--- src/rtl/riscv_pkg.sv ---
// Shared fetch-side definitions: machine width, instruction size, reset PC and fetch FSM states.
package riscv_pkg;

  localparam int unsigned XLEN        = 32;
  localparam int unsigned INSTR_BYTES = 4;

  localparam logic [XLEN-1:0] RESET_PC_DEFAULT = 32'h0000_0000;

  typedef logic [0:0] fetch_state_t;
  localparam fetch_state_t RUN  = 1'b0;
  localparam fetch_state_t HALT = 1'b1;

  // Controller redirect: unconditional jump, or a branch whose (optionally inverted) condition holds.
  function automatic logic redirect_taken(input logic jump, input logic branch,
                                          input logic branch_neg, input logic cond);
    return jump | (branch & (cond ^ branch_neg));
  endfunction

endpackage

--- src/rtl/fetch_buf.sv ---
// Synchronous instruction buffer FIFO with flush; flush wins over a same-cycle push.
module fetch_buf
  import riscv_pkg::*;
#(
  parameter int unsigned DEPTH = 2,
  parameter int unsigned WIDTH = 2 * XLEN
) (
  input  logic                     clk,
  input  logic                     reset,
  input  logic                     push_i,
  input  logic                     pop_i,
  input  logic                     flush_i,
  input  logic [WIDTH-1:0]         wdata_i,
  output logic [WIDTH-1:0]         rdata_o,
  output logic [$clog2(DEPTH):0]   count_o,
  output logic                     full_o,
  output logic                     empty_o
);

  localparam int unsigned AW = $clog2(DEPTH);
  localparam logic [AW:0] FullCount = DEPTH[AW:0];

  logic [WIDTH-1:0] mem_q [DEPTH];
  logic [WIDTH-1:0] mem_d [DEPTH];
  logic [AW-1:0]    rptr_q, rptr_d;
  logic [AW-1:0]    wptr_q, wptr_d;
  logic [AW:0]      count_q, count_d;
  logic             do_push, do_pop;

  assign empty_o = (count_q == '0);
  assign full_o  = (count_q == FullCount);
  assign count_o = count_q;
  assign rdata_o = mem_q[rptr_q];

  // A push into a full buffer is accepted only when the head leaves in the same cycle.
  assign do_pop  = pop_i && !empty_o;
  assign do_push = push_i && (!full_o || do_pop);

  always_comb begin
    mem_d   = mem_q;
    rptr_d  = rptr_q;
    wptr_d  = wptr_q;
    count_d = count_q;
    if (flush_i) begin
      rptr_d  = '0;
      wptr_d  = '0;
      count_d = '0;
    end else begin
      if (do_push) begin
        mem_d[wptr_q] = wdata_i;
        wptr_d        = wptr_q + 1'b1;
      end
      if (do_pop) begin
        rptr_d = rptr_q + 1'b1;
      end
      count_d = count_q + {{AW{1'b0}}, do_push} - {{AW{1'b0}}, do_pop};
    end
  end

  always_ff @(posedge clk or posedge reset) begin
    if (reset) begin
      for (int i = 0; i < int'(DEPTH); i++) begin
        mem_q[i] <= '0;
      end
      rptr_q  <= '0;
      wptr_q  <= '0;
      count_q <= '0;
    end else begin
      mem_q   <= mem_d;
      rptr_q  <= rptr_d;
      wptr_q  <= wptr_d;
      count_q <= count_d;
    end
  end

endmodule

--- src/rtl/fetch_unit.sv ---
// Instruction fetch unit: in-order memory requests, buffered delivery, redirect with response drop.
// Optional FETCH_MISALIGN_CHECK_EN: a misaligned redirect target raises misalign and halts fetch.
module fetch_unit
  import riscv_pkg::*;
#(
  parameter logic [XLEN-1:0] RESET_PC = RESET_PC_DEFAULT,
  parameter int unsigned     DEPTH    = 2
) (
  input  logic            clk,
  input  logic            reset,
  output logic            imem_req,
  output logic [XLEN-1:0] imem_addr,
  input  logic            imem_gnt,
  input  logic            imem_rvalid,
  input  logic [XLEN-1:0] imem_rdata,
  output logic [XLEN-1:0] instr,
  output logic [XLEN-1:0] instr_pc,
  output logic            instr_valid,
  input  logic            instr_ready,
  input  logic            jump,
  input  logic            branch,
  input  logic            branch_neg,
  input  logic            cond,
  input  logic [XLEN-1:0] target,
  output logic            misalign
);

  localparam int unsigned CW = $clog2(DEPTH) + 1;
  localparam logic [CW-1:0] DepthCnt = DEPTH[CW-1:0];
  localparam logic [CW:0]   DepthOcc = DEPTH[CW:0];

  fetch_state_t    state_q, state_d;
  logic [XLEN-1:0] pc_q, pc_d;
  logic [XLEN-1:0] resp_pc_q, resp_pc_d;
  logic [CW-1:0]   outst_q, outst_d;
  logic [CW-1:0]   drop_q, drop_d;
  logic            misalign_q, misalign_d;

  logic            redirect, issue, resp, push, pop;
  logic [XLEN-1:0] tgt;
  logic            bad_tgt;
  logic [CW:0]     occ;

  logic [2*XLEN-1:0] buf_rdata;
  logic [CW-1:0]     buf_count;
  logic              buf_full, buf_empty;

  assign redirect = redirect_taken(jump, branch, branch_neg, cond);

`ifdef FETCH_MISALIGN_CHECK_EN
  assign tgt     = target;
  assign bad_tgt = redirect && (target[1:0] != 2'b00);
`else
  logic unused_tgt;
  assign tgt        = {target[XLEN-1:2], 2'b00};
  assign bad_tgt    = 1'b0;
  assign unused_tgt = ^target[1:0];
`endif

  logic unused_full;
  assign unused_full = buf_full;

  assign instr_valid = (state_q == RUN) && !buf_empty;
  assign pop         = instr_valid && instr_ready;

  // A slot leaving the buffer this cycle already counts as free, giving one issue per cycle.
  always_comb begin
    occ      = {1'b0, outst_q} + {1'b0, buf_count} - {{CW{1'b0}}, pop};
    imem_req = !reset && (state_q == RUN) && !redirect && (occ < DepthOcc);
  end

  assign imem_addr = pc_q;
  assign issue     = imem_req && imem_gnt;
  // Responses with nothing outstanding (e.g. left over from before reset) are ignored.
  assign resp      = imem_rvalid && (outst_q != '0);
  assign push      = resp && (drop_q == '0) && (state_q == RUN) && !redirect;

  always_comb begin
    pc_d       = pc_q;
    resp_pc_d  = resp_pc_q;
    state_d    = state_q;
    misalign_d = misalign_q;
    outst_d    = outst_q + {{(CW-1){1'b0}}, issue} - {{(CW-1){1'b0}}, resp};
    drop_d     = drop_q;
    // Every request still in flight after a redirect belongs to the abandoned path.
    if (redirect) begin
      drop_d = outst_q - {{(CW-1){1'b0}}, resp};
    end else if (resp && (drop_q != '0)) begin
      drop_d = drop_q - 1'b1;
    end
    if (state_q == RUN) begin
      if (redirect) begin
        pc_d      = tgt;
        resp_pc_d = tgt;
      end else begin
        if (issue) begin
          pc_d = pc_q + XLEN'(INSTR_BYTES);
        end
        if (push) begin
          resp_pc_d = resp_pc_q + XLEN'(INSTR_BYTES);
        end
      end
      if (bad_tgt) begin
        state_d    = HALT;
        misalign_d = 1'b1;
      end
    end
  end

  always_ff @(posedge clk or posedge reset) begin
    if (reset) begin
      state_q    <= RUN;
      pc_q       <= RESET_PC;
      resp_pc_q  <= RESET_PC;
      outst_q    <= '0;
      drop_q     <= '0;
      misalign_q <= 1'b0;
    end else begin
      state_q    <= state_d;
      pc_q       <= pc_d;
      resp_pc_q  <= resp_pc_d;
      outst_q    <= outst_d;
      drop_q     <= drop_d;
      misalign_q <= misalign_d;
    end
  end

  fetch_buf #(
    .DEPTH (DEPTH),
    .WIDTH (2 * XLEN)
  ) u_buf (
    .clk     (clk),
    .reset   (reset),
    .push_i  (push),
    .pop_i   (pop),
    .flush_i (redirect),
    .wdata_i ({imem_rdata, resp_pc_q}),
    .rdata_o (buf_rdata),
    .count_o (buf_count),
    .full_o  (buf_full),
    .empty_o (buf_empty)
  );

  assign instr    = instr_valid ? buf_rdata[2*XLEN-1:XLEN] : '0;
  assign instr_pc = instr_valid ? buf_rdata[XLEN-1:0]      : '0;
  assign misalign = misalign_q;

`ifndef SYNTHESIS
  a_outst_bound : assert property (@(posedge clk) disable iff (reset)
    (outst_q <= DepthCnt) && (drop_q <= outst_q));
  a_req_hold : assert property (@(posedge clk) disable iff (reset)
    (imem_req && !imem_gnt && !redirect) |=> ((imem_req && $stable(imem_addr)) || redirect));
`endif

endmodule

--- config.mk ---
export PLATFORM = sky130hd
export DESIGN_NAME = fetch_unit
export DESIGN_NICKNAME = d
export VERILOG_FILES = /design/src/rtl/riscv_pkg.sv /design/src/rtl/fetch_buf.sv /design/src/rtl/fetch_unit.sv
export SDC_FILE = /design/constraint.sdc
export NUM_CORES = 1
export LEC_CHECK = 0
export ABC_AREA = 1
export CELL_PAD_IN_SITES_DETAIL_PLACEMENT = 1
export CELL_PAD_IN_SITES_GLOBAL_PLACEMENT = 2
export CORE_MARGIN = 4
export CORE_UTILIZATION = 33
export DETAILED_ROUTE_END_ITERATION = 8
export HOLD_SLACK_MARGIN = 0.1
export PLACE_DENSITY_LB_ADDON = 0.1
export SYNTH_ARGS = -nofsm -noshare
export SYNTH_HDL_FRONTEND = slang
export SYNTH_SLANG_ARGS = --single-unit
--- constraint.sdc ---
create_clock -name clk -period 13.1 [get_ports clk]
set_clock_uncertainty 0.1 [all_clocks]
set_input_delay 2.62 -clock clk [delete_from_list [all_inputs] [get_ports clk]]
set_output_delay 2.62 -clock clk [all_outputs]
set_load 0.02 [all_outputs]
# After elaboration in Yosys (flattened, before gate mapping)
# Cells that the tools add are included.
[totals]
word_cells = 85
regBits = 201
out_inout_bits = 99
[classes]
reduce_logical = 31
bitwise = 7
addsub = 12
n_eq_ne = 1
order_cmp = 4
n_mux = 20
[op_table]
columns = ["op", "n"]
rows = [
  ["$mux 64", 4],
  ["$mux 32", 6],
  ["$bwmux 128", 1],
  ["$add 32x3->32 const B", 2],
  ["$demux 64 s1", 1],
  ["$logic_and 1x1->1", 14],
  ["$reduce_bool 2->1", 7],
  ["$mux 2", 3],
  ["$reduce_and 2->1", 3],
  ["$sub 2x1->2", 3],
  ["$mux 1", 5],
  ["$add 2x1->2", 2],
  ["$ge 2x2->1 const B", 2],
  ["$logic_not 1->1", 4],
  ["$logic_not 2->1", 2],
  ["$not 1->2", 2],
  ["$add 2x2->3", 1],
  ["$lt 3x2->1 const B", 1],
  ["$sub 3x1->3", 1],
  ["$add 1x1->1 const B", 2],
  ["$eq 2x2->1 const B", 1],
  ["$lt 2x1->1 const B", 1],
  ["$not 1->1", 2],
  ["$sub 2x1->2 const B", 1],
  ["other kinds (4)", 4],
]

# Depth between registers and ports, before layout
# Gate-level depths: netlist of the first run.
[logic_depth]
ltp_word = 10
ltp_mapped = 15
depth_no_buf = 15

# Cells and area by module
# A second synthesis of the first run with hierarchy kept.
[hier_totals]
cells_unflattened = 1730
area_unflattened_um2 = 11742.5
[modules_own_cells]
columns = ["mod", "seq_area_each_um2", "area_per_inst_um2", "cells_per_inst", "n_inst"]
rows = [
  ["fetch_buf", 3303.2, 6369.9, 812, 1],
  ["fetch_unit", 1601.5, 5372.7, 918, 1],
]

# Least setup slack after synthesis of the first run
# No wires, ideal clock.
[synth_timing]
path_kind = "input -> output"
from = "in reset"
to = "out imem_req"
arrival_time_ns = 7.601
path_buffers = 0
cell_stages = 3
path_slack_ns = 2.779
cell_sequence = "inv_1 nand3_1 nor2_1"
[synth_between]
elab_chain_cells = 4
[synth_lines]
columns = ["item", "line_no", "text"]
rows = [
  ["from (decl)", "fetch_unit.sv:10", "input logic reset,"],
  ["$logic_not 1->1 (no source line)", "--", ""],
  ["$logic_and 1x1->1 (3 in a row)", "fetch_unit.sv:69", "imem_req = !reset && (state_q == RUN) && !redirect && (occ < DepthOcc);"],
  ["to (decl)", "fetch_unit.sv:11", "output logic imem_req,"],
]
# No other way between the ends.

# Worst setup path in the final report of the first run
[layout_timing]
from = "in instr_ready"
to = "out imem_req"
[layout_between]
elab_chain_cells = 4
[layout_lines]
columns = ["item", "line_no", "text"]
rows = [
  ["from (decl)", "fetch_unit.sv:19", "input logic instr_ready,"],
  ["$logic_and 1x1->1", "fetch_unit.sv:64", "assign pop = instr_valid && instr_ready;"],
  ["$sub 3x1->3", "fetch_unit.sv:68", "occ = {1'b0, outst_q} + {1'b0, buf_count} - {{CW{1'b0}}, pop};"],
  ["$lt 3x2->1", "fetch_unit.sv:69", ""],
  ["$logic_and 1x1->1", "fetch_unit.sv:69", ""],
]
# No other way between the ends.

==> results of run 1 <==
## sequential cells by signal, indices dropped and copies added, names as in the netlist
name           count
imem_addr         30
u_buf.count_o      2
resp_pc_q         30
drop_q             2
u_buf.mem_q      124
outst_q            2
u_buf.rptr_q       1
u_buf.wptr_q       1
## worst min path at each step
stage | start | endpoint | slack [ps] | depth (start not counted)
floorplan | u_buf.mem_q[127]$_DFFE_PP0P_ | u_buf.mem_q[127]$_DFFE_PP0P_ | 350 | 2
global placement | u_buf.mem_q[62]$_DFFE_PP0P_ | u_buf.mem_q[62]$_DFFE_PP0P_ | 370 | 2
detailed placement | u_buf.mem_q[62]$_DFFE_PP0P_ | u_buf.mem_q[62]$_DFFE_PP0P_ | 370 | 2
CTS | u_buf.mem_q[77]$_DFFE_PP0P_ | u_buf.mem_q[77]$_DFFE_PP0P_ | 390 | 2
global route | u_buf.mem_q[15]$_DFFE_PP0P_ | u_buf.mem_q[15]$_DFFE_PP0P_ | 410 | 2
finish | u_buf.mem_q[78]$_DFFE_PP0P_ | u_buf.mem_q[78]$_DFFE_PP0P_ | 390 | 2
## through the flow
step	worst slack [ps]	area, um2	hold slack (ps)	util
after floorplan	2779	10390	353.4	-
after global placement	4651	12220	366.7	0.3964
after detailed placement	4579	12220	373.5	0.3964
after CTS	4559	12840	391.5	0.4166
after global routing	4312	12840	412.7	0.4166
final	4632	12840	388.8	0.4166
## per-layer routing
metal  vias to the layer above  track usage  routed length [um]
met3                        26      0.02867                 971
met5                         -            0                   0
met4                         0      0.04404                 488
met1                      4548       0.2670               15780
met2                       158       0.3179               14860
li1                       4818            -                   -
## critical path, cell delays in order
cell and delay, ps:
sky130_fd_sc_hd__clkdlybuf4s50_1 450, sky130_fd_sc_hd__inv_1 50, sky130_fd_sc_hd__nor2_1 260, sky130_fd_sc_hd__ha_1 290, sky130_fd_sc_hd__inv_1 70, sky130_fd_sc_hd__nand2_1 60, sky130_fd_sc_hd__fa_1 480, sky130_fd_sc_hd__inv_1 40
sky130_fd_sc_hd__nor2_1 90, sky130_fd_sc_hd__nand3_1 140, sky130_fd_sc_hd__nor2_1 480, sky130_fd_sc_hd__clkdlybuf4s50_1 710
## cells by family (layout without fill, tap and decap cells)
kind of cell / Yosys count / after routing / synth area share
xor gates and xnor gates: 11 / 11 / 0.009286
and+or+nand+nor: 730 / 730 / 0.2806
AOI/OAI and AO/OA: 274 / 274 / 0.1369
other: 1 / 5 / 0.0003614
buffers and inverters: 229 / 363 / 0.09575
DFF: 192 / 192 / 0.4631
adders and majority gates: 11 / 11 / 0.01399
## power breakdown
group	internal, mW	leakage, nW	switching, mW
Combinational	0.237	3.20	0.345
Sequential	0.769	2.46	0.129
Clock	0.325	0.299	0.242
## layout by cell type (no fill, tap or decap), types with 4 or more instances in the layout
| master | instances |
|---|---|
| sky130_fd_sc_hd__inv_1 | 152 |
| sky130_fd_sc_hd__nand3_1 | 99 |
| sky130_fd_sc_hd__buf_4 | 10 |
| sky130_fd_sc_hd__o21ai_2 | 6 |
| sky130_fd_sc_hd__ha_1 | 10 |
| sky130_fd_sc_hd__xnor2_1 | 4 |
| sky130_fd_sc_hd__a21oi_1 | 102 |
| sky130_fd_sc_hd__and2_1 | 4 |
| sky130_fd_sc_hd__o21ai_0 | 48 |
| sky130_fd_sc_hd__conb_1 | 5 |
| sky130_fd_sc_hd__clkbuf_16 | 17 |
| sky130_fd_sc_hd__o21ai_1 | 107 |
| sky130_fd_sc_hd__dfrtp_1 | 191 |
| sky130_fd_sc_hd__bufinv_16 | 4 |
| sky130_fd_sc_hd__nand2_1 | 474 |
| sky130_fd_sc_hd__clkdlybuf4s50_1 | 164 |
| sky130_fd_sc_hd__xor2_1 | 7 |
| sky130_fd_sc_hd__clkinv_2 | 5 |
| sky130_fd_sc_hd__nor2_1 | 142 |
| sky130_fd_sc_hd__o211ai_1 | 4 |
## cell type report
cell class | count | area (um2) | share of cell area
timing repair buffer | 174 | 1717 | 0.1337
multi-input combinational | 1031 | 4599 | 0.3581
sequential | 192 | 4806 | 0.3742
clock inverter | 13 | 183.9 | 0.01432
tap | 396 | 495.5 | 0.03858
inverter | 158 | 603.1 | 0.04696
clock buffer | 18 | 439.2 | 0.03419
==> flow_metrics.tcl, run 1 <==
set metrics [dict create \
    grt_first_pass_wirelength_um 53180 \
    die_x_um 185.3 \
    post-synth-top-area-cell "sky130_fd_sc_hd__dfrtp_1" \
    h_tree_levels 4 \
    area_delta_synth_final_pct 23.79 \
    timing.critical_path.to_type "primary output" \
    grt_start_max_net_pins 85 \
    die_area_mm2 0.03434 \
    period_needed_ps 8468 \
    yosysMostFrequentCell "sky130_fd_sc_hd__nand2_1" \
    place_inst 1951 \
    timing_hold_violations_final 0 \
    viasPerCell 4.818 \
    post_synth_instance_area_mm2 0.01037 \
    cts-resized-gates 0 \
    outcome "finished, final reports clean" \
    initial_standard_cell_utilization_of_the_core 0.3365 \
    regToRegStartpoint "u_buf.count_o[1]$_DFF_PP0_" \
    final_cell_count_no_fill 1982 \
    hpwl_um 21870 \
    synth.yosys.warnings 0 \
    dr_total_vias 9550 \
    n_antenna_cell 0 \
    timing.critical_path.from_type "primary input" \
    drt-pass1-iter-count 4 \
    cts-root-buf "sky130_fd_sc_hd__clkbuf_16" \
    post_route_cells_drive_above_1_share 0.03846 \
    tightest_slew_ps 922.8 \
    clkTransAtPathRegs_ps 70 \
    tritoncts_num_sinks 192 \
    synth_enable_flop_cells 0 \
    holdBufCountCts 0 \
    io-pin-count 172 \
    max-clock-path-buffers 2 \
    antenna_violating_nets_post_route 0 \
    gp_routability_congestion 0.8117 \
    fillerInstances 3908 \
    post-cts-setup-buffers 0 \
    required_ps 10380 \
    setup.worst_path.class "in2out" \
    p_total_mw 2.047 \
    die_height_um 185.3 \
    crit_start "instr_ready" \
    flop2flop_setup_slack_ps 8660 \
    cts_tree "yes" \
    syn_area_per_cell_um2 7.165 \
    critical_path.endpoint "imem_req" \
    crit_path_max_fanout 7 \
    synth.top_cell.area_share 0.4631 \
    floorplan.core_area_mm2 0.03083 \
    drv.max_cap_violation_count 0 \
    synth_top_cells_by_area "sky130_fd_sc_hd__dfrtp_1 (46%), sky130_fd_sc_hd__nand2_1 (17%), sky130_fd_sc_hd__inv_1 (5.6%)" \
    yosysSeqAreaShare 0.4631 \
    timing.max_slew.rel_slack 0.3848 \
    min_period_over_period 0.6464 \
    first_iter_violations 410 \
    r2r_cells 15 \
    capture_point_of_the_worst_reg_to_reg_path "imem_addr[13]$_DFFE_PP0P_" \
    first_global_vias 10070 \
    overflow 0 \
    power.ir.vdd_worst_mv 0.09418 \
    gr-usage-all-layers 0.1921 \
    powerDensity_mw_per_mm2 159.3 \
    postSynth.topFlopCell "sky130_fd_sc_hd__dfrtp_1" \
    ys_async_sr_fraction 1.000 \
    grt_antenna_before_repair 0 \
    worstSkewPairLatency_ps 440 \
    io_buffers 164 \
    fmax_ghz 0.1181 \
    timing.critical_path.arrival_ps 5750 \
    numCtsBuffers 17 \
    setup_total_negative_slack_ps 0 \
    syn_inst 1448 \
    synthTopCellsByCount "sky130_fd_sc_hd__nand2_1 (474), sky130_fd_sc_hd__dfrtp_1 (192), sky130_fd_sc_hd__inv_1 (154)" \
    hold_path.class "reg2reg" \
    floorplan.rows 64 \
    post_drt_wl_per_cell_um 16.20 \
    slew_viol_final 0 \
    final_net_count 1658 \
    power_leakage_nw 5.952 \
    drcViolationCount 0 \
    rsz_0062_raised_after_global_routing "no" \
    synth.lib_cells_used.distinct 36 \
    totalWireLength_um 32110 \
    finalSetupViolCount 0 \
    synth-seq-cells 192 \
]
(Power assumes the default switching activity.)
==> run 2, diff against run 1 <==
CORE_UTILIZATION = 30   (was 33)
clock period = 8.7 ns   (was 13.1 ns; I/O delays follow)
==> flow_metrics.tcl, run 2 (synthesis results as in run 1) <==
set metrics [dict create \
    post-cts-setup-buffers 0 \
    period_needed_ps 6720 \
    gp_routability_congestion 0.7973 \
    slew_viol_final 0 \
    critPathBufInv 5 \
    cpLargestDelayFamily "buffers and inverters" \
    drt-pass1-iter-count 4 \
    max-clock-path-buffers 2 \
    drv.max_cap_violation_count 0 \
    die_area_mm2 0.03762 \
    outcome "finished, final reports clean" \
    grt_antenna_before_repair 0 \
    layout_common_cells "sky130_fd_sc_hd__nand2_1 (474), sky130_fd_sc_hd__dfrtp_1 (191), sky130_fd_sc_hd__clkdlybuf4s50_1 (164), sky130_fd_sc_hd__inv_1 (152), sky130_fd_sc_hd__nor2_1 (142)" \
    io-pin-count 172 \
    p_total_mw 3.065 \
    dr_total_vias 9509 \
    timing_hold_violations_final 0 \
    first_iter_violations 432 \
    cpPeakStageDelay_ps 710 \
    hold_path.class "reg2reg" \
    initial_standard_cell_utilization_of_the_core 0.3071 \
    die_x_um 194.0 \
    io_buffers 164 \
    cts-root-buf "sky130_fd_sc_hd__clkbuf_16" \
    powerDensity_mw_per_mm2 237.4 \
    numCtsBuffers 17 \
    setup.worst_path.class "in2out" \
    tritoncts_num_sinks 192 \
    power_leakage_nw 5.952 \
    clkTransAtPathRegs_ps 70 \
    antenna_violating_nets_post_route 0 \
    die_height_um 194.0 \
    holdBufCountCts 0 \
    floorplan.rows 67 \
    timing.max_slew.rel_slack 0.4089 \
    post_route_cells_drive_above_1_share 0.03841 \
    first_global_vias 9952 \
    grt_start_max_net_pins 85 \
    largest_reg_flops 124 \
    n_antenna_cell 0 \
    finalSetupViolCount 0 \
    overflow 0 \
    grt_first_pass_wirelength_um 54390 \
    min_period_over_period 0.7724 \
    h_tree_levels 4 \
    gr-usage-all-layers 0.1761 \
    final_net_count 1659 \
    timing.critical_path.arrival_ps 4880 \
    power.ir.vdd_worst_mv 0.1413 \
    cts_tree "yes" \
    floorplan.core_area_mm2 0.03378 \
    crit_path_max_fanout 7 \
    cts-resized-gates 0 \
    worstSkewPairLatency_ps 440 \
    setup_total_negative_slack_ps 0 \
    totalWireLength_um 32920 \
    drcViolationCount 0 \
    worstPathCellList "clkdlybuf4s50_1 -> inv_1 -> nor2_1 -> ha_1 -> inv_1 -> nand2_1 -> fa_1 -> inv_1 -> nor2_1 -> nand3_1 -> nor2_1 -> clkdlybuf4s50_1" \
    viasPerCell 4.670 \
    layout_commonest_cell "sky130_fd_sc_hd__nand2_1" \
    post_drt_wl_per_cell_um 16.17 \
    tightest_slew_ps 886.7 \
    crit_path_top_delay_cell "sky130_fd_sc_hd__clkdlybuf4s50_1" \
    rsz_0062_raised_after_global_routing "no" \
    top_register "u_buf.mem_q" \
    fmax_ghz 0.1488 \
    hpwl_um 22680 \
    area_delta_synth_final_pct 24.44 \
    timing.critical_path.to_type "primary output" \
    timing.critical_path.from_type "primary input" \
    required_ps 6860 \
]
==> run 2: cell count changes in the layout (fill, tap and decap cells not counted), moves of 2 or more <==
| cell | previous run | this run |
|---|---|---|
| sky130_fd_sc_hd__clkinv_4 | 0 | 6 |
| sky130_fd_sc_hd__inv_6 | 3 | 0 |
| sky130_fd_sc_hd__clkinv_2 | 5 | 2 |
| sky130_fd_sc_hd__clkbuf_1 | 0 | 2 |
==> run 2: final timing paths <==
check,startpoint,endpoint,slack (ps),depth (start not counted)
min in group asynchronous,reset,u_buf.mem_q[2]$_DFFE_PP0P_,1670,2
max,instr_ready,imem_req,1980,12
min reg2reg,u_buf.mem_q[61]$_DFFE_PP0P_,u_buf.mem_q[61]$_DFFE_PP0P_,380,2
min,u_buf.mem_q[61]$_DFFE_PP0P_,u_buf.mem_q[61]$_DFFE_PP0P_,380,2
max in group asynchronous,reset,u_buf.mem_q[99]$_DFFE_PP0P_,5590,3
max reg2reg,u_buf.count_o[1]$_DFF_PP0_,outst_q[1]$_DFF_PP0_,4370,16
==> run 2: per-layer routing <==
metal  part of all wire  global-route usage  wire [um]  vias up
met5                  0                   0          0        -
met4             0.0074             0.03125        244        0
met3              0.026             0.02850        858       17
met2               0.48              0.2939      15670      126
met1               0.49              0.2453      16150     4556
li1                   -                   -          -     4810
==> run 2: power breakdown <==
part           internal [mW]  switching, mW
combinational          0.358          0.520
sequential              1.16          0.195
clock                  0.471          0.362
total                   1.99           1.08
==> run 2: metrics by stage <==
step	cell area, um2	setup slack [ps]	cells	utilization	hold WS (ps)
2_1_floorplan	10390	138.9	1452	-	353.4
3_3_place_gp	12290	1982	2004	0.3639	368.5
3_5_place_dp	12290	1954	2004	0.3639	368.2
4_1_cts	12910	1936	2036	0.3822	385.8
5_1_grt	12910	1796	2036	0.3822	405.7
6_report	12910	1980	2036	0.3822	382.2
==> run 2: worst min-delay path, cell delays in order, from the launching register on <==
cell and delay, ps:
sky130_fd_sc_hd__dfrtp_1 340, sky130_fd_sc_hd__nand2_1 60, sky130_fd_sc_hd__o21ai_2 50
==> run 2: final cells by class <==
type / count / area, um2
repair buffers: 175 / 1724
well taps: 448 / 560.5
fillers: 4248 / 20870
inverters: 158 / 603.1
flip-flops and latches: 192 / 4806
clock inverters: 11 / 157.7
multi-input cells: 1031 / 4599
clock buffers: 21 / 460.4
